==> src/rtl/philv_mc_controller.sv <==
// Multi-cycle RV32I control FSM for the philosophy-V datapath.
// Handshaked instruction/data memory with bounded wait, halt/trap states and perf counters.
module philv_mc_controller #(
  parameter int CNT_W       = 32,
  parameter int MEM_TIMEOUT = 16,
  parameter int TMO_W       = 8
) (
  input  logic             clk,
  input  logic             rstb,
  input  logic [6:0]       opcode,
  input  logic             branch_cond,
  input  logic             imem_ready,
  input  logic             dmem_ready,
  output logic             imem_req,
  output logic             dmem_req,
  output logic             dmem_we,
  output logic             ir_wr,
  output logic             pc_wr,
  output logic             pc_src,
  output logic             alu_src_a,
  output logic [1:0]       alu_src_b,
  output logic             alu_override,
  output logic             rf_wr,
  output logic [1:0]       rf_src,
  output logic             halted,
  output logic             trap,
  output logic [CNT_W-1:0] cycle_cnt,
  output logic [CNT_W-1:0] instret
);

  typedef enum logic [2:0] {FETCH, DECODE, EXECUTE, MEM, WB, HALT, TRAP} state_t;

  localparam logic [6:0] OPC_OP     = 7'b0110011;
  localparam logic [6:0] OPC_OPIMM  = 7'b0010011;
  localparam logic [6:0] OPC_LUI    = 7'b0110111;
  localparam logic [6:0] OPC_AUIPC  = 7'b0010111;
  localparam logic [6:0] OPC_LOAD   = 7'b0000011;
  localparam logic [6:0] OPC_STORE  = 7'b0100011;
  localparam logic [6:0] OPC_BRANCH = 7'b1100011;
  localparam logic [6:0] OPC_JAL    = 7'b1101111;
  localparam logic [6:0] OPC_JALR   = 7'b1100111;
  localparam logic [6:0] OPC_SYSTEM = 7'b1110011;

  state_t           r_state;
  logic [6:0]       r_op;
  logic [TMO_W-1:0] r_wait;
  logic [CNT_W-1:0] r_cycle;
  logic [CNT_W-1:0] r_instret;

  state_t     w_next;
  logic       w_retire, w_wait_inc, w_expire;
  logic       w_imem_req, w_dmem_req, w_dmem_we, w_ir_wr, w_pc_wr, w_pc_src;
  logic       w_alu_src_a, w_alu_override, w_rf_wr;
  logic [1:0] w_alu_src_b, w_rf_src;

  assign w_expire = (MEM_TIMEOUT > 0) && (r_wait == TMO_W'(MEM_TIMEOUT - 1));

  always_comb begin
    w_next         = r_state;
    w_retire       = 1'b0;
    w_wait_inc     = 1'b0;
    w_imem_req     = 1'b0;
    w_dmem_req     = 1'b0;
    w_dmem_we      = 1'b0;
    w_ir_wr        = 1'b0;
    w_pc_wr        = 1'b0;
    w_pc_src       = 1'b0;
    w_alu_src_a    = 1'b0;
    w_alu_src_b    = 2'b00;
    w_alu_override = 1'b0;
    w_rf_wr        = 1'b0;
    w_rf_src       = 2'b00;
    case (r_state)
      FETCH: begin
        w_imem_req = 1'b1;
        if (imem_ready) begin
          w_ir_wr        = 1'b1;
          w_pc_wr        = 1'b1;
          w_alu_src_b    = 2'b01;
          w_alu_override = 1'b1;
          w_next         = DECODE;
        end else if (w_expire) begin
          w_next = TRAP;
        end else begin
          w_wait_inc = 1'b1;
        end
      end
      DECODE: begin
        w_alu_src_b    = 2'b10;
        w_alu_override = 1'b1;
        w_next         = EXECUTE;
      end
      EXECUTE: begin
        case (r_op)
          OPC_OP: begin
            w_alu_src_a = 1'b1;
            w_next      = WB;
          end
          OPC_OPIMM: begin
            w_alu_src_a = 1'b1;
            w_alu_src_b = 2'b10;
            w_next      = WB;
          end
          OPC_LUI, OPC_AUIPC: begin
            w_alu_src_b    = 2'b10;
            w_alu_override = 1'b1;
            w_next         = WB;
          end
          OPC_LOAD, OPC_STORE: begin
            w_alu_src_a    = 1'b1;
            w_alu_src_b    = 2'b10;
            w_alu_override = 1'b1;
            w_next         = MEM;
          end
          OPC_BRANCH: begin
            w_alu_src_a = 1'b1;
            w_pc_wr     = branch_cond;
            w_pc_src    = branch_cond;
            w_retire    = 1'b1;
            w_next      = FETCH;
          end
          OPC_JAL: begin
            w_pc_wr  = 1'b1;
            w_pc_src = 1'b1;
            w_rf_wr  = 1'b1;
            w_rf_src = 2'b10;
            w_retire = 1'b1;
            w_next   = FETCH;
          end
          OPC_JALR: begin
            w_alu_src_a    = 1'b1;
            w_alu_src_b    = 2'b10;
            w_alu_override = 1'b1;
            w_pc_wr        = 1'b1;
            w_rf_wr        = 1'b1;
            w_rf_src       = 2'b10;
            w_retire       = 1'b1;
            w_next         = FETCH;
          end
          OPC_SYSTEM: w_next = HALT;
          default:    w_next = TRAP;
        endcase
      end
      MEM: begin
        w_dmem_req = 1'b1;
        w_dmem_we  = (r_op == OPC_STORE);
        if (dmem_ready) begin
          if (r_op == OPC_STORE) begin
            w_retire = 1'b1;
            w_next   = FETCH;
          end else begin
            w_next = WB;
          end
        end else if (w_expire) begin
          w_next = TRAP;
        end else begin
          w_wait_inc = 1'b1;
        end
      end
      WB: begin
        w_rf_wr  = 1'b1;
        w_rf_src = (r_op == OPC_LOAD) ? 2'b00 : 2'b01;
        w_retire = 1'b1;
        w_next   = FETCH;
      end
      default: w_next = r_state;
    endcase
  end

  // Wait counter is zero outside waiting cycles, so entry into FETCH/MEM always starts from 0.
  always_ff @(posedge clk) begin
    if (!rstb) begin
      r_state   <= FETCH;
      r_op      <= '0;
      r_wait    <= '0;
      r_cycle   <= '0;
      r_instret <= '0;
    end else begin
      r_state <= w_next;
      r_wait  <= w_wait_inc ? r_wait + 1'b1 : '0;
      if (w_ir_wr)
        r_op <= opcode;
      if (r_state != HALT && r_state != TRAP)
        r_cycle <= r_cycle + 1'b1;
      if (w_retire)
        r_instret <= r_instret + 1'b1;
    end
  end

  assign imem_req     = rstb & w_imem_req;
  assign dmem_req     = rstb & w_dmem_req;
  assign dmem_we      = rstb & w_dmem_we;
  assign ir_wr        = rstb & w_ir_wr;
  assign pc_wr        = rstb & w_pc_wr;
  assign pc_src       = rstb & w_pc_src;
  assign alu_src_a    = rstb & w_alu_src_a;
  assign alu_src_b    = rstb ? w_alu_src_b : '0;
  assign alu_override = rstb & w_alu_override;
  assign rf_wr        = rstb & w_rf_wr;
  assign rf_src       = rstb ? w_rf_src : '0;
  assign halted       = (r_state == HALT);
  assign trap         = (r_state == TRAP);
  assign cycle_cnt    = r_cycle;
  assign instret      = r_instret;

endmodule

==> config.mk <==
export PLATFORM = sky130hd
export DESIGN_NAME = philv_mc_controller
export DESIGN_NICKNAME = d
export VERILOG_FILES = /design/src/rtl/philv_mc_controller.sv
export SDC_FILE = /design/constraint.sdc
export NUM_CORES = 1
export LEC_CHECK = 0
export ABC_AREA = 1
export BUFFER_PORTS_ARGS = -buffer_cell sky130_fd_sc_hd__buf_2
export CORE_UTILIZATION = 35
export CTS_CLUSTER_DIAMETER = 100
export DETAILED_ROUTE_END_ITERATION = 16
export GPL_TIMING_DRIVEN = 0
export PLACE_DENSITY = 0.5
export SLEW_MARGIN = 20
export SYNTH_ARGS = -nofsm -noshare
export SYNTH_HDL_FRONTEND = slang
export SYNTH_SLANG_ARGS = --single-unit
==> constraint.sdc <==
create_clock -name clk -period 1.8 [get_ports clk]
set_clock_uncertainty 0.1 [all_clocks]
set_input_delay 0.18 -clock clk [delete_from_list [all_inputs] [get_ports clk]]
set_output_delay 0.18 -clock clk [all_outputs]
set_load 0.05 [all_outputs]
# Word-level counts from Yosys, hierarchy flattened
# Index checks and enable logic that the tools add are counted.
# W data, S select, Z words.
[op_classes]
n_addsub = 3
n_eq_ne = 19
n_mux = 37
bitwise = 9
reduce_logical = 11
[ops]
columns = ["op", "count"]
rows = [
  ["$add A32 B1 Y32 const B", 2],
  ["$eq A7 B7 Y1 const B", 4],
  ["$eq A7 B6 Y1 const B", 3],
  ["$mux W1", 18],
  ["$pmux W3 S5", 1],
  ["$eq A7 B5 Y1 const B", 2],
  ["$mux W3", 4],
  ["$pmux W3 S4", 1],
  ["$reduce_or A6 Y1", 2],
  ["$pmux W1 S2", 5],
  ["$and A1 B1 Y1", 9],
  ["$eq A3 B3 Y1 const B", 3],
  ["$add A8 B1 Y8 const B", 1],
  ["$eq A8 B4 Y1 const B", 1],
  ["$mux W2", 4],
  ["$eq A7 B2 Y1 const B", 1],
  ["$eq A3 B2 Y1 const B", 2],
  ["$ne A3 B3 Y1 const B", 2],
  ["$pmux W1 S3", 2],
  ["$pmux W2 S3", 1],
  ["$reduce_bool A5 Y1", 1],
  ["$reduce_or A5 Y1", 1],
  ["$pmux W2 S2", 1],
  ["$reduce_or A2 Y1", 2],
  ["other kinds (6)", 6],
]
[totals]
register_bits = 82
in_bits = 12

# Longest topological paths before layout
# Gate-level depths: netlist of run 1.
[logic_depth]
depth_word = 5
depth_mapped = 10

# Worst setup path after synthesis of run 1
# OpenSTA, ideal clock, no wires.
[synth_path]
kind = "reg-to-output"
startpoint = "register r_state[0]"
endpoint = "output port dmem_we"
arrival_ns = 2.183
setup_slack_ns = -0.663
stages_incl_launch_ff = 6
path_buffers = 1
path_cell_list = "dfxtp_1 > buf_4 > nand2_1 > nor2_2 > inv_1 > nor4_1"
[synth_between]
elab_chain_cells = 3
[synth_lines]
columns = ["item", "line_no", "rtl"]
rows = [
  ["start, declared", "44", "state_t r_state;"],
  ["start signal, assigned", "179", "r_state <= w_next;"],
  ["$eq A3 B2 Y1", "73", "case (r_state)"],
  ["$mux W1", "73", ""],
  ["$and A1 B1 Y1", "192", "assign dmem_we = rstb & w_dmem_we;"],
  ["end, declared", "16", "output logic dmem_we,"],
]
# No other way between the ends.

# Worst setup path in the final report of run 1
[layout_path]
startpoint = "register r_op[1]"
endpoint = "output port alu_override"
[layout_between]
elab_chain_cells = 5
elab_cells_between_ends = 9
cone_classes = "5 x eq/ne; 2 x mux; 1 x bitwise; 1 x reduce/logical"
[layout_lines]
columns = ["item", "line_no", "rtl"]
rows = [
  ["start, declared", "45", "logic [6:0] r_op;"],
  ["start signal, assigned", "182", "r_op <= opcode;"],
  ["$eq A7 B6 Y1 (tied with other cells)", "94", "case (r_op)"],
  ["$reduce_or A5 Y1 (no source line) (*)", "n/a", ""],
  ["$mux W1 (*)", "94", ""],
  ["$pmux W1 S3 (*)", "73", ""],
  ["$and A1 B1 Y1 (*)", "198", "assign alu_override = rstb & w_alu_override;"],
  ["end, declared", "22", "output logic alu_override,"],
]
# Mark *: on every way between the ends. The rest lies on a longest branch, timed or not.

==> results of run 1 <==
path summary, 6_finish.rpt:
check / startpoint / end / slack, ns / cells after the start
setup / recovery: r_op[1] / alu_override / -0.09 / 8
hold / removal: opcode[3] / r_op[3] / 0.02 / 3
setup reg to reg: r_state[1] / instret[13] / 0.08 / 10
hold reg to reg: r_wait[0] / r_wait[0] / 0.35 / 1
critical path, cell delays in order, from the launching register on:
cell and delay (ns):
dfxtp_2 0.35, nand2_4 0.09, inv_4 0.07, nand2_2 0.06
nor2_4 0.11, nand3b_1 0.12, nand2_2 0.10, a31oi_4 0.19
buf_6 0.18
layer usage:
metal  GRT usage [%]  share of wire (%)  up-vias
li1                -                  -     3007
met1            28.4                 46     2675
met2            39.0                 48      136
met3            2.42                3.4       26
met4            9.91                2.6        0
met5               0                  0        -
timing repair:
item | in CTS | in global routing
buffers inserted | 14 | 11
resized for setup | 67 | 67
gates cloned | 0 | 0
setup endpoints to repair | 42 | 70
pin swaps | 8 | 10
layout by cell type (no fill, tap or decap), types with 4 or more instances in the layout:
master / netlist / final
a21oi_1: 64 / 61
buf_2: 6 / 80
buf_4: 1 / 25
buf_6: 3 / 14
clkbuf_1: 15 / 12
clkbuf_16: 0 / 9
dfxtp_1: 82 / 59
dfxtp_2: 0 / 19
dfxtp_4: 0 / 4
inv_1: 75 / 72
inv_2: 7 / 8
nand2_1: 293 / 278
nand2_2: 1 / 12
nand3_1: 53 / 48
nand3_2: 1 / 4
nand4_1: 41 / 41
nor2_1: 138 / 114
nor2_2: 6 / 19
nor2_4: 2 / 13
nor3b_1: 4 / 4
o21ai_0: 23 / 22
xnor2_1: 5 / 5
xor2_1: 15 / 15
kinds of logic (layout without fill, tap and decap cells):
family,Yosys count,count (layout),share of synthesized area [%]
AO/OA/AOI/OAI,93,93,9.30
XOR/XNOR,20,20,3.43
adder cells (fa/ha/maj),3,3,0.736
buffers and inverters,107,236,8.54
flip-flops,82,82,32.2
AND/OR/NAND/NOR,550,550,45.8
state kept, by name (all words and copies together) (netlist names):
name	count
r_state	3
cycle_cnt	32
r_wait	8
instret	32
r_op	7
per-stage QoR:
| step | TNS [ns] | area, µm² | setup WS [ns] | power (µW) |
|---|---|---|---|---|
| 3_5_place_dp | -1.74 | 5840 | -0.230 | 3340 |
| 6_report | -0.265 | 6710 | -0.0906 | 5640 |
| 4_1_cts | -0.197 | 6430 | -0.0669 | 5480 |
| 2_1_floorplan | -0.371 | 5170 | -0.147 | 3020 |
| 3_3_place_gp | -1.23 | 5840 | -0.234 | 3320 |
| 5_1_grt | -0.941 | 6710 | -0.164 | 5890 |
power by group through the flow:
stage          combinational (µW)  clock [µW]  sequential (µW)
3_5_place_dp                 1270           0             2070
6_report                     1750        1760             2120
2_1_floorplan                 890           0             2130
4_1_cts                      1560        1810             2110
3_3_place_gp                 1260           0             2070
5_1_grt                      1870        1890             2140
layout make-up:
| class | instances | area (µm²) | share of cell area (%) |
|---|---|---|---|
| clock buffer | 14 | 264 | 3.94 |
| multi-input combinational | 666 | 3340 | 49.8 |
| buffer | 23 | 156 | 2.33 |
| sequential | 82 | 1680 | 25.0 |
| tap | 180 | 225 | 3.36 |
| timing repair buffer | 115 | 719 | 10.7 |
| clock inverter | 2 | 12.5 | 0.186 |
| inverter | 82 | 313 | 4.66 |
==> results.tsv, run 1 <==
stage	metric	value	unit
global_route	grt_pass1_vias	5373	
critical_path	arrival	1.61	ns
synthesis	synth_seq_cells	82	
outcome	status	complete, but fails checks	
synthesis	synth_flop_cell	dfxtp_1	
place	io_buffers	90	
cells_and_area	fin_cells	1164	
synthesis	ys_types	32	
routing	route.detailed.drc	0	
clocking	root_buffer	clkbuf_16	
synthesis	syn_area_per_cell	5.97	µm²
sta	hold_slack	0.0151	ns
cells_and_area	drive_gt1_share	24.8	%
synthesis	syn_area	5100	µm²
routing	via_count	5844	
power	switching_share	35.7	%
place	place_congestion	0.856	
sta	timing.final.ws_setup	-0.0906	ns
run	maxCapViolCount	0	
routing	wl_per_cell	14.1	µm
sta	final_max_slew_viol_count	0	
synthesis	yosys_warnings	0	
power	power.internal	3620	µW
routing	wl	16.4	mm
cells_and_area	final_core_util	47.8	%
sta	fmax	529	MHz
cells_and_area	num_antenna_cells	0	
cells_and_area	fill_cells	1491	
critical_path	crit_path_max_fanout	3	
synthesis	ys_seq_area_share	32.2	%
power	power.share.clock	31.3	%
sta	rsz0062_at_grt	yes	
sta	setup_viol	5	
floorplanning	pin_count	91	
power	switchingPower	2010	µW
sta	fin_crit_sh	105	%
synthesis	yosysTopAreaCellShare	32.2	%
floorplanning	die_x	123	µm
synthesis	yosys-top-cells-count	nand2_1, nor2_1, dfxtp_1	
cells_and_area	syn2layout_area_growth	31.5	%
floorplanning	die_h	123	µm
synthesis	postSynth.asyncResetShare	0	%
worst_hold_path	hold_class	in -> reg	
synthesis	synth.largest_area_cell	dfxtp_1	
clocking	clk_pin_slew	0.06	ns
clocking	insertion_delay	0.35	ns
sta	final-hold-violation-count	0	
place	placed_cells	1125	
routing	ant_nets	0	
critical_path	critPathKind	reg -> out	
synthesis	synthCells	855	
floorplanning	dieArea	15100	µm²
sta	slew_headroom	55.2	%
power	vdd_ir_drop_max	0.000493	V
critical_path	crit_required	1.52	ns
clocking	clock-sinks	82	
synthesis	postSynthNetCount	870	
clocking	cts_tree	built	
global_route	grt_max_degree	14	
clocking	cts_buffers	9	
synthesis	synth_edf_count	0	
power	pwr-share-comb	31.0	%
global_route	grt_overflow	0	
routing	firstDrtPassIters	5	
place	dp_hpwl	12.3	mm
routing	viasPerCell	5.02	
clocking	clockBufferDepth	2	
sta	period_needed	1.89	ns
synthesis	synthTopCellsByArea	dfxtp_1, nand2_1, nor2_1	
synthesis	post-synth-top-count-cell	nand2_1	
floorplanning	core	14000	µm²
cells_and_area	nets	994	
routing	drt-initial-drc-count	271	
outcome	violations	setup timing	
critical_path	critPathLaunchType	flop	
clocking	postCtsHoldBufs	0	
power	power_leakage	0.00263	µW
global_route	track_usage	22.6	%
power	p_seq_share	37.7	%
global_route	grt_pass1_wl	26.3	mm
floorplanning	rows	43	
sta	worstMarginPinSlew	0.672	ns
floorplanning	initial_core_util	36.3	%
global_route	antenna_found_initial	0	
power	power.density	840	nW/µm²
critical_path	endpoint_kind	primary output	
clocking	cts.htree.levels	3	
Power figures use the tool's default switching activity.
==> inputs of run 2 (changes only) <==
SKIP_CTS_REPAIR_TIMING = 1   (was default)
==> run 2 against run 1 <==
The flow still finishes with violations (setup timing). Global-route usage shrank 0.43 points. Final cell count shrank 0.43%. Critical endpoint is now dmem_we. Total power shrank 1.2%. Flip-flop and latch count is the same. Maximum frequency shrank 2.9%. Worst hold slack gained 0.0035 ns. Non-clock buffer count shrank 5. Cell area shrank 1.2%. Combinational power is essentially flat.
==> results.tsv, run 2 (synthesized netlist as in run 1, its figures left out) <==
stage	metric	value	unit
routing	ant_nets	0	
floorplanning	die_h	123	µm
global_route	grt_pass1_wl	25.7	mm
global_route	grt_max_degree	14	
critical_path	crit_path_max_fanout	7	
clocking	clockBufferDepth	2	
outcome	violations	setup timing	
clocking	cts_buffers	9	
power	vdd_ir_drop_max	0.000468	V
sta	rsz0062_at_grt	yes	
power	power_leakage	0.00260	µW
floorplanning	core	14000	µm²
clocking	clk_pin_slew	0.06	ns
cells_and_area	drive_gt1_share	23.6	%
critical_path	slowest_stage	dfxtp_2	
routing	drt-initial-drc-count	275	
critical_path	critPathLaunchType	flop	
cells_and_area	final_common_cell	nand2_1	
run	maxCapViolCount	0	
place	dp_hpwl	12.3	mm
sta	slew_headroom	51.0	%
global_route	antenna_found_initial	0	
cells_and_area	nets	989	
sta	final-hold-violation-count	0	
place	io_buffers	90	
clocking	clock-sinks	82	
clocking	cts.htree.levels	3	
routing	route.detailed.drc	0	
global_route	track_usage	22.2	%
sta	setup_viol	11	
sta	timing.final.ws_setup	-0.146	ns
sta	period_needed	1.95	ns
cells_and_area	final_core_util	47.2	%
critical_path	slowest_delay	0.32	ns
critical_path	crit_family	simple AND/OR/NAND/NOR gates	
floorplanning	pin_count	91	
routing	via_count	5818	
clocking	insertion_delay	0.35	ns
sta	final_max_slew_viol_count	0	
sta	hold_slack	0.0186	ns
global_route	grt_pass1_vias	5226	
floorplanning	die_x	123	µm
cells_and_area	fill_cells	1487	
global_route	grt_overflow	0	
routing	firstDrtPassIters	5	
routing	wl_per_cell	14.0	µm
clocking	cts_tree	built	
sta	worstMarginPinSlew	0.735	ns
critical_path	cp_cell_sequence	buf_6, nand2_1, nor2_2, inv_1, nor4_2, buf_4	
critical_path	crit_required	1.52	ns
critical_path	arrival	1.67	ns
cells_and_area	syn2layout_area_growth	29.9	%
sta	fin_crit_sh	108	%
place	place_congestion	0.856	
floorplanning	initial_core_util	36.3	%
floorplanning	rows	43	
outcome	status	complete, but fails checks	
power	power.density	840	nW/µm²
clocking	root_buffer	clkbuf_16	
routing	wl	16.2	mm
sta	fmax	514	MHz
routing	viasPerCell	5.02	
critical_path	critPathKind	reg -> out	
floorplanning	dieArea	15100	µm²
critical_path	endpoint_kind	primary output	
cells_and_area	final_cell_mix	nand2_1, nor2_1, buf_2	
worst_hold_path	hold_class	in -> reg	
cells_and_area	num_antenna_cells	0	
critical_path	crit_buf_inv	3	
-- run 2: path summary, 6_finish.rpt --
kind,cells after the start,end,slack [ns],from
worst max-delay path,6,dmem_we,-0.15,r_state[0]
worst min register to register,1,r_wait[0],0.35,r_wait[0]
worst max register to register,11,instret[30],0.04,r_op[4]
worst min-delay path,3,r_op[3],0.02,opcode[3]
-- run 2: power breakdown --
group	internal [µW]	switching [µW]	leakage (µW)
clock network	1010	760	0.000133
registers	1950	125	0.000673
logic	623	1100	0.00179
total	3580	1980	0.00260
-- run 2: final cells by class --
cell class	instances	area, µm²	area share (%)
Timing Repair Buffer	109	673	10.2
Clock inverter	2	12.5	0.189
Inverter	82	310	4.68
Tap cell	180	225	3.40
Buffer	24	168	2.53
Multi-Input combinational cell	666	3300	49.8
Sequential cell	82	1680	25.3
Clock buffer	14	264	3.98
-- run 2: worst reg2reg max path, delay by kind of cell, from the launching register on --
| family | cells | cell delay (ns) |
|---|---|---|
| simple gates | 6 | 0.66 |
| buf+inv | 4 | 0.44 |
| compound gates | 1 | 0.05 |
| flops | 1 | 0.36 |
-- run 2: routing by layer --
| layer | vias up | routed length, µm | global-route usage, % |
|---|---|---|---|
| li1 | 2998 | - | - |
| met1 | 2666 | 7400 | 28.1 |
| met2 | 131 | 7820 | 38.5 |
| met3 | 23 | 594 | 2.42 |
| met4 | 0 | 389 | 8.54 |
| met5 | - | 0 | 0 |
-- run 2: metrics by stage --
stage,worst slack (ns),instance area (µm²),power [µW],cells,TNS [ns]
global route,-0.215,6630,5840,1159,-3.48
global placement,-0.234,5840,3320,1125,-1.23
finish,-0.146,6630,5570,1159,-1.09
CTS,-0.566,6120,5110,1141,-5.71
floorplan,-0.147,5170,3020,855,-0.371
detailed placement,-0.230,5840,3340,1125,-1.74
==> inputs of run 3 (changes only) <==
MAX_ROUTING_LAYER = met4   (was default)
PLACE_DENSITY = default   (was 0.5)
clock period = 1.66 ns   (was 1.8 ns; I/O delays follow)
==> run 3 against run 2 <==
The run ends with hold timing, setup timing left. Critical path depth stayed put. First-iteration DRC count is 36% higher. Routed wire length is 0.34% lower. Critical endpoint is now alu_src_b[1]. Global-route usage is 0.53 points lower. Sequential share of layout area is 1.1 points lower. Clock power is 7% higher. Count of clock-buffer cells in the layout is 3 lower. Non-clock buffer count is 16 higher. Total power is 15% higher. Worst hold slack worse by 0.020 ns. Setup slack worse by 0.14 ns. Final cell count is 1.5% higher.
==> results.tsv, run 3 (synthesized netlist as in run 1, its figures left out) <==
stage	metric	value	unit
cells_and_area	num_antenna_cells	0	
run	maxCapViolCount	0	
outcome	status	complete, but fails checks	
critical_path	crit_path_max_fanout	3	
clocking	cts_buffers	9	
clocking	insertion_delay	0.35	ns
outcome	violations	hold timing, setup timing	
clocking	cts.htree.levels	3	
critical_path	slowest_delay	0.33	ns
critical_path	cp.depth	6	
critical_path	endpoint_kind	primary output	
sta	timing.final.ws_setup	-0.286	ns
floorplanning	die_x	123	µm
critical_path	slowest_stage	dfxtp_2	
critical_path	crit_family	simple AND/OR/NAND/NOR gates	
critical_path	reg2reg_from	r_state[0]	
critical_path	arrival	1.68	ns
cells_and_area	nets	1006	
floorplanning	core	14000	µm²
place	dp_hpwl	11.6	mm
routing	wl_per_cell	13.7	µm
critical_path	r2r_slack	-0.07	ns
routing	wl	16.2	mm
routing	drt-initial-drc-count	373	
critical_path	crit_end	alu_src_b[1]	
critical_path	r2r-end	instret[19]	
place	dpl_worst_slack	-0.347	ns
global_route	antenna_found_initial	0	
floorplanning	initial_core_util	36.3	%
global_route	track_usage	21.7	%
critical_path	critPathLaunchType	flop	
sta	worstMarginPinSlew	0.732	ns
place	place_congestion	0.950	
floorplanning	pin_count	91	
cells_and_area	final_common_cell	nand2_1	
routing	via_count	5817	
sta	final-hold-violation-count	1	
sta	hold_slack	-0.00182	ns
cells_and_area	drive_gt1_share	30.2	%
global_route	grt_max_degree	15	
clocking	clk_pin_slew	0.06	ns
critical_path	cp_cell_sequence	nor2_1, nand4_1, nand3b_1, nand2_2, a31oi_2, buf_6	
clocking	clock-sinks	82	
power	power.density	902	nW/µm²
cells_and_area	fin_cells	1176	
routing	ant_nets	0	
sta	setup_viol	41	
clocking	root_buffer	clkbuf_16	
routing	route.detailed.drc	0	
critical_path	critPathKind	reg -> out	
clocking	cts_tree	built	
sta	rsz0062_at_grt	yes	
sta	period_needed	1.95	ns
sta	fin_crit_sh	117	%
worst_hold_path	hold_class	in -> reg	
floorplanning	rows	43	
critical_path	r2r_cells	9	
global_route	grt_pass1_wl	24.7	mm
place	placed_cells	1125	
routing	firstDrtPassIters	4	
floorplanning	die_h	123	µm
global_route	grt_pass1_vias	5028	
critical_path	cp-startpoint	r_op[2]	
clocking	clockBufferDepth	2	
sta	fmax	514	MHz
sta	slew_headroom	51.2	%
power	vdd_ir_drop_max	0.000523	V
worst_hold_path	holdPathStages	3	
critical_path	crit_required	1.39	ns
routing	viasPerCell	4.95	
power	power_leakage	0.00276	µW
cells_and_area	final_cell_mix	nand2_1, nor2_1, buf_2	
floorplanning	dieArea	15100	µm²
sta	final_max_slew_viol_count	0	
global_route	grt_overflow	0	
place	io_buffers	90	
cells_and_area	syn2layout_area_growth	39.0	%
critical_path	crit_buf_inv	1	
[run 3: tightest hold or removal path, cell delays in order]
cell	delay [ns]
buf_2	0.08
o21ai_0	0.07
a21oi_1	0.10
[run 3: how the worst min path moves through the flow]
stage / startpoint / endpoint
floorplan: rstb / r_op[0]
global placement: r_wait[0] / r_wait[0]
detailed placement: r_wait[0] / r_wait[0]
CTS: opcode[5] / r_op[5]
global route: opcode[6] / r_op[6]
finish: opcode[6] / r_op[6]
[run 3: cell type report]
cell class                 count  area (µm²)
tap                          180         225
multi-input combinational    667        3510
fill                        1391        6950
inverter                      82         315
timing repair buffer         125         872
clock buffer                  11         243
buffer                        24         180
sequential                    82        1720
clock inverter                 5        31.3
[run 3: through the flow]
stage	utilization (%)	instance area [µm²]	setup TNS [ns]	power (µW)	hold WS [ns]
after floorplan	-	5230	-1.06	3290	0.204
after global placement	42.1	5910	-6.89	3630	0.332
after detailed placement	42.1	5910	-7.16	3630	0.342
after CTS	44.0	6180	-12.33	5520	-0.0110
after global routing	50.5	7090	-8.57	6690	0.00361
final	50.5	7090	-3.10	6400	-0.00182
[run 3: where the power goes]
| part | switching [µW] | total [µW] | internal, µW | leakage [µW] |
|---|---|---|---|---|
| clock network | 839 | 1890 | 1050 | 0.000135 |
| registers | 175 | 2300 | 2120 | 0.000687 |
| logic | 1300 | 2210 | 914 | 0.00194 |
[run 3: layer usage]
metal / wire length [µm] / up-vias / GRT usage (%)
met5: 0 / - / -
met4: 313 / 0 / 6.86
met3: 631 / 23 / 4.28
met2: 7550 / 126 / 34.4
met1: 7660 / 2640 / 27.6
li1: - / 3028 / -
